===== config.mk =====
export PLATFORM = sky130hd
export DESIGN_NAME = stp_rx_ctrl
export DESIGN_NICKNAME = d
export VERILOG_FILES = /design/src/rtl/stp_rx_ctrl.sv
export SDC_FILE = /design/constraint.sdc
export NUM_CORES = 1
export LEC_CHECK = 0
export CORE_MARGIN = 1
export CORE_UTILIZATION = 48
export CTS_CLUSTER_SIZE = 28
export DETAILED_ROUTE_END_ITERATION = 8
export GPL_TIMING_DRIVEN = 0
export PLACE_DENSITY = 0.84
export REMOVE_ABC_BUFFERS = 1
export SLEW_MARGIN = 20
export SYNTH_ARGS = -nofsm -noshare
export SYNTH_HDL_FRONTEND = slang
export SYNTH_SLANG_ARGS = --single-unit

===== constraint.sdc =====
create_clock -name clk -period 2.3 [get_ports clk]
set_input_delay 0.575 -clock clk [delete_from_list [all_inputs] [get_ports clk]]
set_output_delay 0.575 -clock clk [all_outputs]
set_load 0.005 [all_outputs]

===== src/rtl/stp_rx_ctrl.sv =====
// ---------------------------------------------------------------------------
// stp_rx_ctrl
//
// Receive sequencer for an asynchronous serial link that uses an external
// serial-to-parallel shift register (shifts toward the LSB, serial input into
// the MSB). The block synchronizes the line, detects the start bit, centres
// sampling on each bit with a clock divider, strobes the shift register once
// per data bit, checks stop framing and hands each completed word to the
// consumer through a one-entry valid/ready buffer.
//
// Optional feature: define STP_RX_PARITY_EN to add an even-parity bit between
// the last data bit and the stop bit. Without it the frame is start, NUM_BITS
// data bits, stop, and parity_error is tied low.
//
// Parameters:
//   NUM_BITS      data bits per frame, equals the shift register width (2..16)
//   CLKS_PER_BIT  clk cycles per serial bit (even, >= 4)
//
// Ports:
//   clk              system clock
//   n_rst            asynchronous active-low reset
//   rx_line          raw serial line, idles high
//   sr_serial_in     synchronized line, to the shift register serial input
//   sr_shift_enable  one-cycle shift strobe to the shift register
//   sr_parallel      shift register parallel output
//   rx_data          received word, stable while rx_valid is high
//   rx_valid         word available
//   rx_ready         consumer takes the word when rx_valid && rx_ready
//   busy             receiver is not idle
//   framing_error    one-cycle pulse: stop bit sampled low
//   overrun_error    one-cycle pulse: word completed while buffer still full
//   parity_error     one-cycle pulse: parity mismatch (0 without the feature)
// ---------------------------------------------------------------------------
module stp_rx_ctrl #(
    parameter int NUM_BITS     = 8,
    parameter int CLKS_PER_BIT = 16
) (
    input  logic                clk,
    input  logic                n_rst,
    input  logic                rx_line,
    output logic                sr_serial_in,
    output logic                sr_shift_enable,
    input  logic [NUM_BITS-1:0] sr_parallel,
    output logic [NUM_BITS-1:0] rx_data,
    output logic                rx_valid,
    input  logic                rx_ready,
    output logic                busy,
    output logic                framing_error,
    output logic                overrun_error,
    output logic                parity_error
);

    localparam int CNT_W = $clog2(CLKS_PER_BIT);
    localparam int BIT_W = $clog2(NUM_BITS + 1);

    // Midpoint of the start bit; every later sample lands one full bit after it.
    localparam logic [CNT_W-1:0] CNT_MID  = CNT_W'(CLKS_PER_BIT / 2 - 1);
    localparam logic [CNT_W-1:0] CNT_LAST = CNT_W'(CLKS_PER_BIT - 1);
    localparam logic [BIT_W-1:0] BIT_LAST = BIT_W'(NUM_BITS - 1);

    localparam logic [2:0] ST_IDLE   = 3'd0;
    localparam logic [2:0] ST_START  = 3'd1;
    localparam logic [2:0] ST_DATA   = 3'd2;
    localparam logic [2:0] ST_STOP   = 3'd4;
`ifdef STP_RX_PARITY_EN
    localparam logic [2:0] ST_PARITY = 3'd3;
`endif

    // Two-flop synchronizer plus one flop of history for edge detection.
    // All three reset high so a released reset never looks like a start edge.
    logic sync1_q, sync2_q, sync_prev_q;
    logic sync;

    logic [2:0]          state_q, state_d;
    logic [CNT_W-1:0]    cnt_q, cnt_d;
    logic [BIT_W-1:0]    bitn_q, bitn_d;
    logic [NUM_BITS-1:0] rx_data_q, rx_data_d;
    logic                rx_valid_q, rx_valid_d;
    logic                framing_error_q, framing_error_d;
    logic                overrun_error_q, overrun_error_d;

    logic shift_en;
    logic stop_sample;
    logic parity_ok;
    logic deliver;

`ifdef STP_RX_PARITY_EN
    logic parity_bit_q, parity_bit_d;
    logic parity_error_q, parity_error_d;
`endif

    assign sync = sync2_q;

    // ---------------------------------------------------------------------
    // Bit-timing state machine
    // ---------------------------------------------------------------------
    always_comb begin
        // NOTE: every signal assigned here gets a default first, so no path
        // leaves a value unassigned and no latch is inferred.
        state_d     = state_q;
        cnt_d       = cnt_q;
        bitn_d      = bitn_q;
        shift_en    = 1'b0;
        stop_sample = 1'b0;
`ifdef STP_RX_PARITY_EN
        parity_bit_d = parity_bit_q;
`endif

        case (state_q)
            ST_IDLE: begin
                if (sync_prev_q && !sync) begin
                    state_d = ST_START;
                    cnt_d   = '0;
                end
            end

            ST_START: begin
                cnt_d = cnt_q + 1'b1;
                if (cnt_q == CNT_MID) begin
                    cnt_d  = '0;
                    bitn_d = '0;
                    // A line that is high again at mid-start was a glitch.
                    state_d = sync ? ST_IDLE : ST_DATA;
                end
            end

            ST_DATA: begin
                cnt_d = cnt_q + 1'b1;
                if (cnt_q == CNT_LAST) begin
                    shift_en = 1'b1;
                    cnt_d    = '0;
                    bitn_d   = bitn_q + 1'b1;
                    if (bitn_q == BIT_LAST) begin
`ifdef STP_RX_PARITY_EN
                        state_d = ST_PARITY;
`else
                        state_d = ST_STOP;
`endif
                    end
                end
            end

`ifdef STP_RX_PARITY_EN
            ST_PARITY: begin
                cnt_d = cnt_q + 1'b1;
                if (cnt_q == CNT_LAST) begin
                    parity_bit_d = sync;
                    cnt_d        = '0;
                    state_d      = ST_STOP;
                end
            end
`endif

            ST_STOP: begin
                cnt_d = cnt_q + 1'b1;
                if (cnt_q == CNT_LAST) begin
                    stop_sample = 1'b1;
                    cnt_d       = '0;
                    state_d     = ST_IDLE;
                end
            end

            default: begin
                state_d = ST_IDLE;
                cnt_d   = '0;
            end
        endcase
    end

    // ---------------------------------------------------------------------
    // Word delivery and error pulses
    // ---------------------------------------------------------------------
`ifdef STP_RX_PARITY_EN
    // Even parity: data bits and parity bit together must XOR to zero.
    assign parity_ok = ~(^sr_parallel ^ parity_bit_q);
`else
    assign parity_ok = 1'b1;
`endif

    assign deliver = stop_sample && sync && parity_ok;

    always_comb begin
        rx_data_d       = rx_data_q;
        rx_valid_d      = rx_valid_q;
        framing_error_d = stop_sample && !sync;
        overrun_error_d = deliver && rx_valid_q && !rx_ready;
`ifdef STP_RX_PARITY_EN
        parity_error_d  = stop_sample && !parity_ok;
`endif

        if (deliver) begin
            // A full buffer that is not being drained keeps the old word;
            // a same-cycle accept makes room for the new one.
            if (!(rx_valid_q && !rx_ready)) begin
                rx_data_d  = sr_parallel;
                rx_valid_d = 1'b1;
            end
        end else if (rx_valid_q && rx_ready) begin
            rx_valid_d = 1'b0;
        end
    end

    // ---------------------------------------------------------------------
    // Registers
    // ---------------------------------------------------------------------
    // NOTE: sequential state uses non-blocking assignments so every flop
    // samples the pre-edge values, independent of statement order.
    always_ff @(posedge clk or negedge n_rst) begin
        if (!n_rst) begin
            sync1_q         <= 1'b1;
            sync2_q         <= 1'b1;
            sync_prev_q     <= 1'b1;
            state_q         <= ST_IDLE;
            cnt_q           <= '0;
            bitn_q          <= '0;
            rx_data_q       <= '0;
            rx_valid_q      <= 1'b0;
            framing_error_q <= 1'b0;
            overrun_error_q <= 1'b0;
        end else begin
            sync1_q         <= rx_line;
            sync2_q         <= sync1_q;
            sync_prev_q     <= sync2_q;
            state_q         <= state_d;
            cnt_q           <= cnt_d;
            bitn_q          <= bitn_d;
            rx_data_q       <= rx_data_d;
            rx_valid_q      <= rx_valid_d;
            framing_error_q <= framing_error_d;
            overrun_error_q <= overrun_error_d;
        end
    end

`ifdef STP_RX_PARITY_EN
    always_ff @(posedge clk or negedge n_rst) begin
        if (!n_rst) begin
            parity_bit_q   <= 1'b0;
            parity_error_q <= 1'b0;
        end else begin
            parity_bit_q   <= parity_bit_d;
            parity_error_q <= parity_error_d;
        end
    end

    assign parity_error = parity_error_q;
`else
    assign parity_error = 1'b0;
`endif

    assign sr_serial_in    = sync;
    assign sr_shift_enable = shift_en;
    assign rx_data         = rx_data_q;
    assign rx_valid        = rx_valid_q;
    assign busy            = (state_q != ST_IDLE);
    assign framing_error   = framing_error_q;
    assign overrun_error   = overrun_error_q;

endmodule


Word-level counts from Yosys, hierarchy flattened. Cells that the tools add are included.

Bits in registers: 25. Logic and storage cells: 63.

Add/sub/neg operators: 2. Equality and inequality tests: 12. Muxes and demuxes: 20. Bitwise gates (word level): 1. Reductions and logical operators: 18.

Operators by type and width (number): two-way mux 4 bit (5); two-way mux 3 bit (5); != test 2 bit, second input constant (6); case mux 3 bit (4 select lines) (1); case mux 4 bit (3 select lines) (1); adder 4 x 1 -> 4 bit, second input constant (2); == test 4 x 3 -> 1 bit, second input constant (2); case mux 4 bit (2 select lines) (1); logical AND 1 bit (7); two-way mux 1 bit (6); AND reduction 5 bit (1); == test 4 bit, second input constant (1); AND reduction 2 bit (2); nonzero test 2 bit (2); == test 3 x 1 -> 1 bit, second input constant (1); == test 3 x 2 -> 1 bit, second input constant (1); == test 3 bit, second input constant (1); zero test 3 bit (1); AND reduction 3 bit (1); nonzero test 3 bit (1); zero test 1 bit (2); two-way mux 2 bit (1); OR reduction 2 bit (1); NOT 1 bit (1).

Logic depth before layout (Yosys ltp).
Word-level depth: 6. Depth in mapped cells: 5.

Worst setup path after synthesis. OpenSTA, ideal clock, no wires.

Path type: register to output. Start: reg state_q[0]. End: out sr_shift_enable. Data arrival time: 1.340 ns. Data required time: 1.725 ns. Slack: 0.385 ns. Cell stages (with the launch flop): 5. Path through: dfrtp_1 -> clkbuf_8 -> or3b_2 -> or2_2 -> inv_1.

Longest elaborated chain between the ends: 2.

Ends and longest elaborated chain: start: declaration (RTL line 74) `logic [2:0] state_q, state_d;`; start signal: assignment (RTL line 224) `state_q <= state_d;`; == test 3 x 2 -> 1 bit (RTL line 109) `case (state_q)`; two-way mux 1 bit (RTL line 109); end: declaration (RTL line 42) `output logic sr_shift_enable,`.

Every way passes these cells.

Worst setup path after layout.
Start: reg state_q[2]. End: out busy.

Longest elaborated chain between the ends: 1.

Ends and longest elaborated chain: nonzero test 3 bit (RTL line 254) `assign busy = (state_q != ST_IDLE);`; end: declaration (RTL line 47) `output logic busy,`.

Every way passes these cells.

==> qor.csv <==
stage,metric,value,unit
drt,drtIter0Drc,12,
global_routing,grt_pass1_vias,849,
clocking,clockBufferDepth,2,
final_layout,postLayoutCoreUtil,66.1,%
worst_setup_path,end_kind,output pin,
drt,vias,861,
logic_synthesis,synth_top_area_cell,dfrtp_1,
pwr,powerDensity,780,nW/um^2
worst_setup_path,r2r_cells,5,
final_layout,fillCellCount,176,
pwr,vdd_ir_drop_max,0.584,mV
pwr,power.internal,0.774,mW
placement,pre_cts_ws,-183,ps
clocking,cts-root-buf,clkbuf_4,
run,max_cap_viol_count,0,
clocking,h-tree-depth,1,
logic_synthesis,ys_ff_latch,25,
final_layout,stdcell_count,158,
worst_setup_path,cpPeakStageDelay,420,ps
final_layout,multi_input_area,488,um^2
logic_synthesis,synth_top_area_share,47.5,%
timing,relSlewSlack,63.2,%
timing,setup-tns-final,0,ps
clocking,cts_tree,built,
pwr,p_sw,0.377,mW
final_layout,ff_latch_area,633,um^2
logic_synthesis,syn_area,1160,um^2
worst_setup_path,critical-path-slowest-cell,dfrtp_2,
pwr,switching_share,32.7,%
drt,antenna_left,0,
logic_synthesis,yosys_warnings,0,
worst_setup_path,criticalPathCategory,reg -> out,
timing,tightestPinTransition,552,ps
pwr,p_comb_share,37.1,%
pwr,leakage,0.673,nW
placement,place_inst,148,
drt,viasPerCell,5.45,
floorplanning,die-area,2610,um^2
logic_synthesis,avgSynthCellArea,11.6,um^2
global_routing,grt_max_degree,26,
drt,wl_per_cell,14.9,um
drt,drt_wl_total,2.35,mm
timing,setup_viol,0,
hold_path,hp-class,in -> async,
placement,gp_congestion,0.783,
drt,drc,0,
floorplanning,die_y,51.1,um
global_routing,grt_pass1_wl,3.90,mm
run_status,status,"complete, no violations",
final_layout,antenna_cells,0,
worst_setup_path,path_cells,buf_4 -> or3_1 -> dlygate4sd2_1,
timing,finalHoldViolCount,0,
logic_synthesis,synth_top_cells_by_area,"dfrtp_1, mux2_2, dfstp_2",
floorplanning,initial_core_util,51.9,%
floorplanning,num_rows,17,
pwr,clockPowerShare,16.9,%
clocking,clk_transition_reported_paths,130,ps
final_layout,nets,145,
logic_synthesis,netlist_instances,100,
timing,slew_violations,0,
global_routing,grt_use_total,21.1,%
logic_synthesis,yosysUniqueCellTypes,36,
global_routing,grt_overflow,0,
clocking,clock-sinks,25,
timing,setup_ws,121,ps
logic_synthesis,ys_seq_area_share,54.3,%
clocking,cts_buffers,3,
floorplanning,core,2230,um^2
floorplanning,boundaryPins,27,
global_routing,antenna_found_initial,0,
final_layout,final_layout_size_suffix_gt1_share,26.2,%
clocking,insertion_delay,320,ps
pwr,seqPwrFrac,46.0,%
placement,port_buffers,25,
timing,fin_worst_skew,3.12,ps
timing,finalCriticalPeriod,2180,ps
timing,clock.fmax,459,MHz
worst_setup_path,crit_fanout,9,
floorplanning,die_w,51.1,um
worst_setup_path,cp_data_required_time,1730,ps
timing,min_period_over_period,94.7,%
worst_setup_path,startpoint_type,flip-flop,
final_layout,syn_to_final_growth,27.3,%
timing,rsz0062_at_grt,no,
worst_setup_path,crit_arrival,1600,ps
placement,place.detailed.hpwl,1.68,mm
drt,dr.pass1.iters,4,
==> worst max-delay path, delay by kind of cell, from the launching register on <==
kind	cells	cell delay (ps)
buffers and inverters	2	460
flip-flops	1	420
AND/OR/NAND/NOR	1	410
==> final timing paths <==
check | startpoint | to | slack (ps)
setup / recovery | state_q[2]$_DFFE_PN0P_ | busy | 120
hold / removal | n_rst | rx_data[0]$_DFFE_PN0P_ | 220
setup reg to reg | state_q[1]$_DFFE_PN0P_ | bitn_q[3]$_DFFE_PN0P_ | 350
hold reg to reg | sync1_q$_DFF_PN1_ | sr_serial_in$_DFF_PN1_ | 370
max in group asynchronous | n_rst | state_q[2]$_DFFE_PN0P_ | 1690
min in group clk | sync1_q$_DFF_PN1_ | sr_serial_in$_DFF_PN1_ | 370
==> through the flow <==
stage	power (mW)	area [um^2]	hold slack [ps]
after floorplan	0.760	1110	279
after global placement	0.850	1390	346
after detailed placement	0.880	1390	347
after CTS	1.11	1450	366
after global routing	1.22	1480	249
final	1.15	1480	218
==> timing repair <==
item                                    in CTS  in global routing
hold buffers                                 0                  0
endpoints found under the setup margin       2                  1
pin swaps                                    0                  1
buffers inserted                             3                  3
endpoints found under the hold margin        0                  0
resized for setup                            8                  3
==> cell usage after synthesis <==
cell / count
dfrtp_1: 22
a21oi_1: 1
a31oi_1: 1
dfstp_2: 3
inv_1: 2
a22o_1: 2
nor2b_1: 1
a21o_1: 1
or3b_1: 1
ha_1: 2
buf_6: 1
a211o_1: 1
conb_1: 1
and2b_2: 1
or4_1: 1
o31ai_1: 1
mux2_2: 9
a32o_1: 1
nand2b_1: 2
nand3b_1: 3
a32oi_1: 1
clkbuf_8: 2
or3_1: 1
o21ai_0: 7
xnor2_1: 1
nand2_1: 9
clkbuf_2: 1
nand3_1: 6
or3b_2: 2
nor3_1: 1
nand3_2: 1
xor2_1: 2
buf_4: 1
nor2_1: 6
a22o_2: 1
or2_2: 1
==> sequential cells by signal, summed over array words and instances, names as in the netlist <==
name	flops
rx_data	8
bitn_q	4
cnt_q	4
state_q	3
framing_error	1
overrun_error	1
rx_valid	1
sr_serial_in	1
sync1_q	1
sync_prev_q	1
==> metal layers <==
layer | global-route usage (%) | part of all wire (%)
met1 | 24.7 | 42
met2 | 36.2 | 52
met3 | 6.25 | 3.8
met4 | 7.87 | 1.7
met5 | 0 | 0
==> power by group through the flow <==
stage | Sequential (mW) | Clock [mW] | Combinational (mW)
floorplan | 0.545 | 0 | 0.215
CTS | 0.526 | 0.203 | 0.384
global placement | 0.558 | 0 | 0.292
global route | 0.532 | 0.218 | 0.475
detailed placement | 0.565 | 0 | 0.315
finish | 0.529 | 0.194 | 0.427
==> layout by cell type (no fill, tap or decap), drive strengths merged, types with 2 or more instances in the layout <==
master         count
a22o               3
buf                7
clkbuf             4
clkdlybuf4s50     22
dfrtp             22
dfstp              3
ha                 2
inv                2
mux2               9
nand2              9
nand2b             2
nand3              7
nand3b             3
nor2               6
o21ai              7
or3b               3
xor2               2
==> layout make-up <==
cell class	instances	area share, %
well taps	28	2.37
clock buffers	3	1.53
multi-input cells	68	33.1
repair buffers	31	19.3
flip-flops and latches	25	42.9
inverters	2	0.509
clock inverters	1	0.339
==> cell families (layout without fill, tap and decap cells) <==
family	after synthesis	count (layout)	synth area share, %
and+or+nand+nor	36	36	17.1
DFF	25	25	54.3
AOI/OAI and AO/OA	17	17	10.0
muxes	9	9	8.75
buffers and inverters	7	37	5.08
xor gates and xnor gates	3	3	2.27
adders and majority gates	2	2	2.16
other	1	1	0.324
Note: power is estimated with default switching activity, not from simulation.
